[src/rtl/div_hilo_ctrl.sv]
// HI/LO divide controller: sign-strips operands for an external combinational divider,
// waits LATENCY cycles, then writes the sign-corrected quotient/remainder to LO/HI.
// Optional feature macro: DIV_BY_ZERO_TRAP_EN (adds dz flag, suppresses HI/LO write on /0).
module div_hilo_ctrl #(
  parameter int LATENCY = 4
) (
  input  logic        clk,
  input  logic        reset,
  input  logic        start,
  input  logic        is_signed,
  input  logic [31:0] op_a,
  input  logic [31:0] op_b,
  output logic [31:0] div_a,
  output logic [31:0] div_b,
  input  logic [31:0] div_q,
  input  logic [31:0] div_r,
  input  logic        mthi,
  input  logic        mtlo,
  input  logic [31:0] wr_data,
  output logic [31:0] hi,
  output logic [31:0] lo,
  output logic        busy,
`ifdef DIV_BY_ZERO_TRAP_EN
  output logic        dz,
`endif
  output logic        done
);

  typedef enum logic [1:0] {IDLE, RUN, DONE} state_t;

  state_t      state, state_nxt;
  logic [3:0]  count;
  logic        neg_q, neg_r;
  logic        accept, capture, result_ok;
  logic [31:0] mag_a, mag_b;

  assign accept  = start && (state != RUN);
  assign capture = (state == RUN) && (count == 4'd0);

  // Negating 0x80000000 yields itself, which is the correct unsigned magnitude.
  assign mag_a = (is_signed && op_a[31]) ? -op_a : op_a;
  assign mag_b = (is_signed && op_b[31]) ? -op_b : op_b;

`ifdef DIV_BY_ZERO_TRAP_EN
  assign result_ok = |div_b;
`else
  assign result_ok = 1'b1;
`endif

  always_ff @(posedge clk) begin
    if (reset) state <= IDLE;
    else       state <= state_nxt;
  end

  always_comb begin
    state_nxt = state;
    busy      = 1'b0;
    done      = 1'b0;
    case (state)
      IDLE: if (start) state_nxt = RUN;
      RUN: begin
        busy = 1'b1;
        if (count == 4'd0) state_nxt = DONE;
      end
      DONE: begin
        done      = 1'b1;
        state_nxt = start ? RUN : IDLE;
      end
      default: state_nxt = IDLE;
    endcase
  end

  always_ff @(posedge clk) begin
    if (reset) begin
      div_a <= 32'd0;
      div_b <= 32'd0;
      count <= 4'd0;
      neg_q <= 1'b0;
      neg_r <= 1'b0;
    end else if (accept) begin
      div_a <= mag_a;
      div_b <= mag_b;
      count <= 4'(LATENCY - 1);
      neg_q <= is_signed && (op_a[31] ^ op_b[31]);
      neg_r <= is_signed && op_a[31];
    end else if (state == RUN && count != 4'd0) begin
      count <= count - 4'd1;
    end
  end

  // Direct writes land only outside RUN; a later capture overwrites them.
  always_ff @(posedge clk) begin
    if (reset) begin
      hi <= 32'd0;
      lo <= 32'd0;
    end else if (capture) begin
      if (result_ok) begin
        lo <= neg_q ? -div_q : div_q;
        hi <= neg_r ? -div_r : div_r;
      end
    end else if (state != RUN) begin
      if (mthi) hi <= wr_data;
      if (mtlo) lo <= wr_data;
    end
  end

`ifdef DIV_BY_ZERO_TRAP_EN
  always_ff @(posedge clk) begin
    if (reset)                    dz <= 1'b0;
    else if (accept)              dz <= 1'b0;
    else if (capture && !result_ok) dz <= 1'b1;
  end
`endif

endmodule

[config.mk]
export PLATFORM = sky130hd
export DESIGN_NAME = div_hilo_ctrl
export DESIGN_NICKNAME = d
export VERILOG_FILES = /design/src/rtl/div_hilo_ctrl.sv
export SDC_FILE = /design/constraint.sdc
export NUM_CORES = 1
export LEC_CHECK = 0
export BUFFER_PORTS_ARGS = -buffer_cell sky130_fd_sc_hd__buf_4
export CAP_MARGIN = 40
export CORE_AREA = 4 4 128 130
export DETAILED_ROUTE_END_ITERATION = 7
export DIE_AREA = 0 0 132 134
export PLACE_DENSITY_LB_ADDON = 0.25
export SETUP_SLACK_MARGIN = 0.2
export SYNTH_ARGS = -nofsm -noshare
export SYNTH_HDL_FRONTEND = slang
export SYNTH_SLANG_ARGS = --single-unit
[constraint.sdc]
create_clock -name clk -period 5.04 [get_ports clk]
set_input_delay 0.756 -clock clk [delete_from_list [all_inputs] [get_ports clk]]
set_output_delay 0.756 -clock clk [all_outputs]
set_load 0.1 [all_outputs]
==> summary.md, run 1 <==
| Metric | Value |
|---|---|
| TNS Setup | 0 ns |
| Synth cell types | 64 |
| Pin count of the biggest net entering global routing | 60 |
| CTS Hold Bufs | 0 |
| Syn Area/Cell | 8.03 um^2 |
| TritonCTS clock tree | yes |
| Root Buffer | clkbuf_16 |
| Share of cells above drive strength 1 | 27.8% |
| Post-CTS resize count | 0 |
| Most frequent cells in the layout | 301 x buf_4, 136 x dfxtp_1, 102 x nor2_1, 92 x nand2_1, 66 x xor2_1 |
| Die H | 134 um |
| Synth Area in Simple Gates | 23.8% |
| Initial DRC count | 719 |
| Synthesized Nets | 1192 |
| Die area | 17700 um^2 |
| Post-synthesis xor/xnor area fraction | 10.0% |
| Via density | 6.11 |
| Dominant synthesized flop cell | dfxtp_1 |
| Tot GR Track Use | 31.0% |
| Worst Path Max Fanout | 58 |
| # port buffers | 295 |
| Crit share post-route | 54.8% |
| Synth warnings | 0 |
| Antenna fix cells | 0 |
| Worst Max-Slew Pin Slew | 0.909 ns |
| Vias in the first global route | 8301 |
| Combinational power share | 37.2% |
| Synthesized area | 8200 um^2 |
| First-pass GRT wire length | 44400 um |
| Total core area | 15100 um^2 |
| Via count | 8979 |
| Main combinational cell family by area after synthesis | compound AO/OA/AOI/OAI gates |
| Flop pwr share | 30.6% |
| Number of I/O pins | 296 |
| Initial Util | 54.1% |
| Drt first pass iters | 6 |
| Synth async-reset ratio | 0% |
| Final setup violation count | 0 |
| Leakage | 4.47 nW |
| Nets | 1440 |
| Global route overflow | 0 |
| Top cells by area, synth | dfxtp_1 33%, xor2_1 7.1%, a211oi_1 5.6%, nor2_1 4.7%, nand2_1 4.2% |
| Post-Route Skew | 0.00682 ns |
| Register area share after synthesis | 33.2% |
| Pre-CTS setup slack | 2.12 ns |
| Commonest non-fill, non-tap cell in the layout | buf_4 |
| Max-slew violations | 0 |
| Row count | 45 |
| Die width | 132 um |
| Post-Route WL | 28700 um |
| Synth Instances | 1021 |
| Reg clk slew, reported paths | 0.06 ns |
| Achievable frequency | 362 MHz |
| Worst EP arrival | 3.10 ns |
| Crit Path Class | reg -> reg |
| RSZ-0062 raised after global routing | no |
| Min Tclk post-route | 2.76 ns |
| Type of origin of the critical path | register |
| PD cells | 371 nW/um^2 |
| Slack of the critical path | 2.28 ns |
| Yosys reg bits | 136 |
| Layout area overhead | 35.3% |
| Clock share of power | 32.1% |
| Hold crit path type | reg -> reg |
| Compound-Gate Fraction of Synth Area | 24.2% |
| VDD IR max | 0.000283 V |
| Clock sink count | 136 |
| Post-DP HPWL | 21500 um |
| CTS buffer count | 17 |
| Slew headroom | 39.4% |
| Post-CTS Setup Repair Bufs | 0 |
| Top-area cell type share of the netlist area | 33.2% |
| Psw | 0.00171 W |
| H-tree levels | 4 |
| Post-synthesis adder-cell area fraction | 0.763% |
| Worst setup EP type | register |
| Area leader, netlist | dfxtp_1 |
| EDFF count, synth | 0 |
| Sw Ratio | 41.5% |
| Residual DRC | 0 |
| Final Wtd Congestion | 0.983 |
| Max clock buf depth | 2 |
| Initial antenna violation count | 0 |
| Multiplexer area fraction after synthesis | 3.48% |
| WL/cell | 19.5 um |
| WP data required | 5.38 ns |
| Int Pwr | 0.00240 W |
| Final ANT Viol Nets | 0 |
| Worst skew pair latency | 0.43 ns |
| Final Hold Vio Count | 0 |
| Max Cap Viol | 0 |
| Outcome | completed |
worst paths after layout:
| kind | cells after the start | slack [ns] | start | end |
|---|---|---|---|---|
| worst max-delay path | 6 | 2.28 | state[1] | div_b[28] |
| worst min-delay path | 2 | 0.47 | neg_q | neg_q |
| worst max register to register | 6 | 2.28 | state[1] | div_b[28] |
| worst min register to register | 2 | 0.47 | neg_q | neg_q |
critical path: stages, from the launching register on:
cell,delay [ns]
dfxtp_1,0.33
nand2b_1,0.71
and2_4,0.65
buf_4,0.53
and3_1,0.23
a21oi_1,0.04
o22ai_1,0.15
power by group through the flow:
stage / Combinational, W / Clock [W] / Sequential, W
floorplan: 0.000367 / 0 / 0.00200
global placement: 0.00151 / 0 / 0.00128
detailed placement: 0.00152 / 0 / 0.00128
CTS: 0.00153 / 0.00133 / 0.00126
global route: 0.00160 / 0.00137 / 0.00127
finish: 0.00153 / 0.00132 / 0.00126
cell usage after synthesis (5+ instances only):
master       n
a2111oi_0    5
a211oi_1    61
a21oi_1     42
a311oi_1    18
a31oi_1     13
and2_1       8
and3_1      16
buf_1       13
clkbuf_1    57
dfxtp_1    136
ha_1         5
inv_1       20
mux2i_1     24
nand2_1     92
nand2b_1     7
nand3_1     23
nand4_1     12
nor2_1     102
nor3_1      43
nor4_1      21
nor4_2       6
o21ai_0     36
o221ai_1     8
o22ai_1     17
o31ai_1     33
o32ai_1      5
o41ai_1     12
or3_1       16
or4_1       13
xnor2_1     28
xor2_1      66
registers in the layout, summed over array words and instances (netlist names):
signal / cells
div_b: 32
neg_q: 1
state: 2
hi: 32
lo: 32
neg_r: 1
div_a: 32
count: 4
layer usage:
metal	vias to the layer above	share of wire, %	GRT usage [%]
met4	0	3.5	13.0
met3	62	9.1	8.29
met1	4116	39	37.8
met2	469	48	51.9
li1	4332	-	-
met5	-	0	0
through the flow:
stage	instance area, um^2	instances	power (W)	hold WS [ns]	util (%)
6_report	11100	1470	0.00411	0.475	73.2
5_1_grt	11100	1470	0.00424	0.497	73.2
4_1_cts	11100	1470	0.00411	0.478	73.2
3_5_place_dp	10500	1438	0.00280	0.462	69.1
3_3_place_gp	10400	1435	0.00279	0.463	68.7
2_1_floorplan	8200	1021	0.00236	0.468	-
final cells by class:
cell class              count  area [um^2]
multi-input cells         789         5110
fillers                  1268         4060
flip-flops and latches    136         2720
repair buffers            304         2310
clock buffers              22          484
well taps                 188          235
clock inverters            10          143
inverters                  21         78.8
kinds of logic after synthesis:
family	Yosys count
AO/OA/AOI/OAI	279
XOR/XNOR	94
adder cells (fa/ha/maj)	5
buffers and inverters	96
flip-flops	136
multiplexers	28
AND/OR/NAND/NOR	383
No activity file was read; power rests on OpenSTA's default activity.
==> inputs of run 2 (changes only) <==
--- a/config.mk
+++ b/config.mk
@@ -7,9 +7,9 @@
 export LEC_CHECK = 0
 export BUFFER_PORTS_ARGS = -buffer_cell sky130_fd_sc_hd__buf_4
 export CAP_MARGIN = 40
-export CORE_AREA = 4 4 128 130
+export CORE_AREA = 4 4 139 141
 export DETAILED_ROUTE_END_ITERATION = 7
-export DIE_AREA = 0 0 132 134
+export DIE_AREA = 0 0 143 145
 export PLACE_DENSITY_LB_ADDON = 0.25
 export SETUP_SLACK_MARGIN = 0.2
 export SYNTH_ARGS = -nofsm -noshare
==> constraint.sdc (replaced) <==
create_clock -name clk -period 2.51 [get_ports clk]
set_input_delay 0.3765 -clock clk [delete_from_list [all_inputs] [get_ports clk]]
set_output_delay 0.3765 -clock clk [all_outputs]
set_load 0.1 [all_outputs]
==> summary.md, run 2 (same netlist as run 1, synthesis figures left out) <==
| Metric | Value |
|---|---|
| Max Cap Viol | 0 (unchanged) |
| Total core area | 18000 um^2 (+19%) |
| Max clock buf depth | 2 (unchanged) |
| Worst Hold Slack | 0.155 ns (-0.319 ns) |
| Via count | 8991 (+0.13%) |
| WL/cell | 19.1 um (-1.9%) |
| Global route overflow | 0 (unchanged) |
| Reg clk slew, reported paths | 0.06 ns (about the same) |
| TritonCTS clock tree | yes |
| Final setup violation count | 0 (unchanged) |
| Residual DRC | 0 (unchanged) |
| Final ANT Viol Nets | 0 (unchanged) |
| Hold crit path type | in -> reg |
| Type of origin of the critical path | register |
| Die area | 20700 um^2 (+17%) |
| Post-Route WL | 29500 um (+3.1%) |
| Share of cells above drive strength 1 | 29.7% (+1.8 points) |
| Worst hold stages | 2 (unchanged) |
| Final Total Pwr | 0.00799 W (+94%) |
| Worst EP arrival | 2.30 ns (-0.80 ns) |
| Final Wtd Congestion | 0.947 (-3.7%) |
| Tot GR Track Use | 27.5% (-3.5 points) |
| Nets | 1475 (+2.4%) |
| CP top delay family | simple AND/OR/NAND/NOR gates |
| Crit share post-route | 79.9% (+25 points) |
| First-pass GRT wire length | 45900 um (+3.4%) |
| Vias in the first global route | 8572 (+3.3%) |
| Root Buffer | clkbuf_16 |
| Critical path depth | 6 (unchanged) |
| Worst Path Buf+Inv | 1 (unchanged) |
| # port buffers | 295 (unchanged) |
| Post-CTS Setup Repair Bufs | 0 (unchanged) |
| VDD IR max | 0.000501 V (+77%) |
| Crit Path Class | reg -> reg |
| RSZ-0062 raised after global routing | no |
| WP data required | 2.81 ns (-2.57 ns) |
| Drt first pass iters | 5 (-1) |
| Most frequent cells in the layout | 337 x buf_4, 136 x dfxtp_1, 102 x nor2_1, 92 x nand2_1, 66 x xor2_1 |
| Post-DP HPWL | 22600 um (+5.3%) |
| FF-to-FF path depth | 6 (unchanged) |
| Antenna fix cells | 0 (unchanged) |
| Max incr delay on CP | 0.40 ns (-0.31 ns) |
| Leakage | 4.60 nW (+3.0%) |
| PD cells | 706 nW/um^2 (+90%) |
| Worst skew pair latency | 0.43 ns (about the same) |
| Post-Route Skew | 0.0211 ns (+0.0143 ns) |
| CTS buffer count | 17 (unchanged) |
| Slew headroom | 53.0% (+14 points) |
| Post-route cell area | 11300 um^2 (+2.1%) |
| CP Cell Sequence | nand2b_1 > inv_1 > nand3_2 > nand2_1 > o32ai_1 > a2111oi_0 |
| Initial antenna violation count | 0 (unchanged) |
| Min Tclk post-route | 2.01 ns (-0.757 ns) |
| Pin count of the biggest net entering global routing | 60 (unchanged) |
| Layout area overhead | 38.1% |
| Row count | 49 (+8.9%) |
| Number of I/O pins | 296 (unchanged) |
| Achievable frequency | 499 MHz (+38%) |
| TNS Setup | 0 ns (unchanged) |
| H-tree levels | 4 (unchanged) |
| Final Hold Vio Count | 0 (unchanged) |
| Die width | 143 um (+8.3%) |
| Critical-path top delay cell | nand2_1 |
| Worst Max-Slew Pin Slew | 0.704 ns (-0.205 ns) |
| Clock sink count | 136 (unchanged) |
| Post-CTS resize count | 0 (unchanged) |
| Initial Util | 45.6% (-8.5 points) |
| Die H | 145 um (+8.2%) |
| Commonest non-fill, non-tap cell in the layout | buf_4 |
| Outcome | completed |
| Via density | 5.82 (-4.7%) |
| Initial DRC count | 616 (-14%) |
| Worst setup EP type | register |
| DP Area | 10800 um^2 (+3.0%) |
| Max-slew violations | 0 (unchanged) |
| CTS Hold Bufs | 0 (unchanged) |
| Worst Path Max Fanout | 12 (-79%) |
-- run 2: changes by cell type in the layout (fill, tap and decap cells not counted), sizes merged --
cell      previous run  this run
buf                304       339
clkbuf              22        19
clkinv               4         7
bufinv               3         1
clkinvlp             4         3
inv                 20        21
-- run 2: power by group --
group | switching (W) | internal (W) | total [W]
clock | 0.000985 | 0.00138 | 0.00236
sequential | 0.000132 | 0.00238 | 0.00251
combinational | 0.00231 | 0.000807 | 0.00312
total | 0.00343 | 0.00456 | 0.00799
-- run 2: layout make-up --
cell class | count | area (um^2)
Timing Repair Buffer | 339 | 2570
Tap cell | 229 | 287
Sequential cell | 136 | 2720
Multi-Input combinational cell | 789 | 5110
Clock buffer | 19 | 443
Inverter | 21 | 78.8
Clock inverter | 11 | 103
Fill cell | 1628 | 6650
-- run 2: worst paths after layout --
path | from | to | slack, ns
worst min-delay path | op_b[30] | div_b[31] | 0.16
worst max-delay path | state[1] | hi[29] | 0.50
worst min register to register | div_b[0] | div_b[0] | 0.46
worst max register to register | state[1] | hi[29] | 0.50
-- run 2: worst reg2reg max path, cell delays in order (launching register included) --
cell and delay [ns]:
dfxtp_1 0.32, nand2b_1 0.27, inv_1 0.18, nand3_2 0.19
nand2_1 0.40, o32ai_1 0.16, a2111oi_0 0.37
-- run 2: metrics by stage --
step / setup slack (ns) / cells / utilization (%)
CTS: 0.471 / 1544 / 63.0
detailed placement: 0.107 / 1514 / 60.0
floorplan: 0.277 / 1021 / -
global route: 0.296 / 1544 / 63.0
finish: 0.505 / 1544 / 63.0
global placement: 0.132 / 1514 / 60.0
-- run 2: metal layers --
| layer | vias to the layer above | GRT usage (%) | wire (um) |
|---|---|---|---|
| met3 | 44 | 7.21 | 2610 |
| met2 | 362 | 45.3 | 14000 |
| li1 | 4393 | - | - |
| met4 | 0 | 9.41 | 897 |
| met1 | 4192 | 34.7 | 12100 |
| met5 | - | 0 | 0 |
==> inputs of run 3 (changes only) <==
==> constraint.sdc (replaced) <==
create_clock -name clk -period 1.75 [get_ports clk]
set_input_delay 0.2625 -clock clk [delete_from_list [all_inputs] [get_ports clk]]
set_output_delay 0.2625 -clock clk [all_outputs]
set_load 0.1 [all_outputs]
==> summary.md, run 3 (same netlist as run 1, synthesis figures left out) <==
| Metric | Value |
|---|---|
| Outcome | finished with violations |
| Failing checks | setup timing |
| Layout area overhead | 90.7% |
| Nets | 1689 (+15%) |
| TNS Setup | -0.239 ns (-0.239 ns) |
| Number of I/O pins | 296 (unchanged) |
| WL/cell | 23.5 um (+23%) |
| # port buffers | 295 (unchanged) |
| Slew headroom | 52.9% (about the same) |
| Worst setup EP type | register |
| Share of cells above drive strength 1 | 57.2% (+28 points) |
| H-tree levels | 4 (unchanged) |
| Max Cap Viol | 0 (unchanged) |
| First-pass GRT wire length | 52000 um (+13%) |
| Initial DRC count | 931 (+51%) |
| Initial antenna violation count | 0 (unchanged) |
| Final setup violation count | 8 (+8) |
| Final Wtd Congestion | 0.929 (-1.8%) |
| Die H | 145 um (unchanged) |
| Via density | 6.33 (+8.6%) |
| Crit share post-route | 106% |
| Final Hold Vio Count | 0 (unchanged) |
| Max clock buf depth | 2 (unchanged) |
| Min Tclk post-route | 1.85 ns |
| Worst Hold Launch | op_a[0] |
| Residual DRC | 0 (unchanged) |
| Via count | 11133 (+24%) |
| Slack of the critical path | -0.102 ns (-0.607 ns) |
| Clock sink count | 136 (unchanged) |
| Pin count of the biggest net entering global routing | 42 (-30%) |
| Final Total Pwr | 0.0136 W (+70%) |
| Tot GR Track Use | 30.8% (+3.3 points) |
| Post-Route Skew | 0.0125 ns (-0.00867 ns) |
| Worst skew pair latency | 0.43 ns (about the same) |
| Achievable frequency | 540 MHz |
| Initial Util | 45.6% (unchanged) |
| Worst Setup SP | div_q[0] |
| Most frequent cells in the layout | 462 x buf_4, 131 x dfxtp_1, 79 x nand2_1, 65 x xor2_1, 61 x nor2_1 |
| Max-slew violations | 0 (unchanged) |
| TritonCTS clock tree | yes |
| Antenna fix cells | 0 (unchanged) |
| Reg clk slew, reported paths | 0.07 ns (about the same) |
| Final ANT Viol Nets | 0 (unchanged) |
| CTS Hold Bufs | 0 (unchanged) |
| Post-DP HPWL | 24200 um (+6.9%) |
| Vias in the first global route | 9843 (+15%) |
| Leakage | 6.30 nW (+37%) |
| Drt first pass iters | 5 (unchanged) |
| Commonest non-fill, non-tap cell in the layout | buf_4 |
| Crit Path Class | in -> reg |
| Total core area | 18000 um^2 (unchanged) |
| Fill count | 860 (-47%) |
| Worst Max-Slew Pin Slew | 0.706 ns (+0.00227 ns) |
| Crit Reg-Reg Startpoint | state[1] |
| RSZ-0062 raised after global routing | yes |
| Cell total after placement | 1638 (+8.2%) |
| Worst EP arrival | 2.15 ns (-0.15 ns) |
| VDD IR max | 0.000820 V (+64%) |
| WP data required | 2.05 ns (-0.76 ns) |
| Row count | 49 (unchanged) |
| Hold crit path type | in -> reg |
| Worst Path Max Fanout | 5 (-7) |
| Post-Route WL | 41400 um (+40%) |
| Global route overflow | 0 (unchanged) |
| Pre-CTS setup slack | -0.418 ns (-0.524 ns) |
| CTS buffer count | 17 (unchanged) |
| Die width | 143 um (unchanged) |
| Post-Layout Cell Count | 1760 (+14%) |
| Die area | 20700 um^2 (unchanged) |
| Type of origin of the critical path | input port |
| PD cells | 868 nW/um^2 (+23%) |
| Root Buffer | clkbuf_16 |
==> run 3: changes by cell type in the layout (fill, tap and decap cells not counted), sizes merged, moves of 2 or more <==
cell,previous run,this run
buf,339,542
bufinv,1,3
clkbuf,19,24
clkinv,7,2
inv,21,26
==> run 3: worst max-delay path, stage by stage <==
cell and delay [ns]:
buf_12 0.11, inv_12 0.04, ha_4 0.11, or3b_4 0.39, or4_4 0.47, buf_8 0.17, o41ai_4 0.23, xor2_1 0.26
o22ai_1 0.12
==> run 3: repair_timing <==
action                     in CTS  in global routing
gates cloned                    7                 13
resized for setup              71                309
setup endpoints to repair      71                112
setup buffers                  26                 44
pin swaps                      25                111
==> run 3: per-stage QoR <==
step,cell area [um^2],hold slack (ns),util (%)
after floorplan,8890,0.363,-
after global placement,12300,0.443,68.7
after detailed placement,12300,0.443,68.7
after CTS,13700,0.0506,76.1
after global routing,15600,0.110,87.0
final,15600,0.115,87.0
==> run 3: cell type report <==
| type | count | area [um^2] | area share (%) |
|---|---|---|---|
| clock buffer | 18 | 439 | 2.81 |
| clock inverter | 14 | 185 | 1.18 |
| inverter | 21 | 103 | 0.656 |
| multi-input combinational | 794 | 7060 | 45.2 |
| sequential | 136 | 2730 | 17.5 |
| tap | 229 | 287 | 1.83 |
| timing repair buffer | 548 | 4820 | 30.9 |
==> run 3: path summary, 6_finish.rpt <==
| path | endpoint | slack [ns] | cells past startpoint |
|---|---|---|---|
| setup / recovery | lo[22] | -0.10 | 9 |
| hold / removal | div_a[0] | 0.11 | 3 |
| setup reg to reg | div_b[31] | -0.04 | 9 |
| hold reg to reg | div_b[0] | 0.47 | 2 |
==> run 3: layer usage <==
metal	part of all wire (%)	vias to the layer above	GRT usage (%)
li1	-	4851	-
met1	35	5365	36.6
met2	50	715	53.4
met3	9.2	202	7.21
met4	5.6	0	12.0
met5	0	-	0
==> run 3: where the power goes <==
group | leakage [nW] | internal (W) | switching, W
registers | 1.13 | 0.00341 | 0.000276
clock network | 0.297 | 0.00232 | 0.00158
logic | 4.88 | 0.00198 | 0.00401
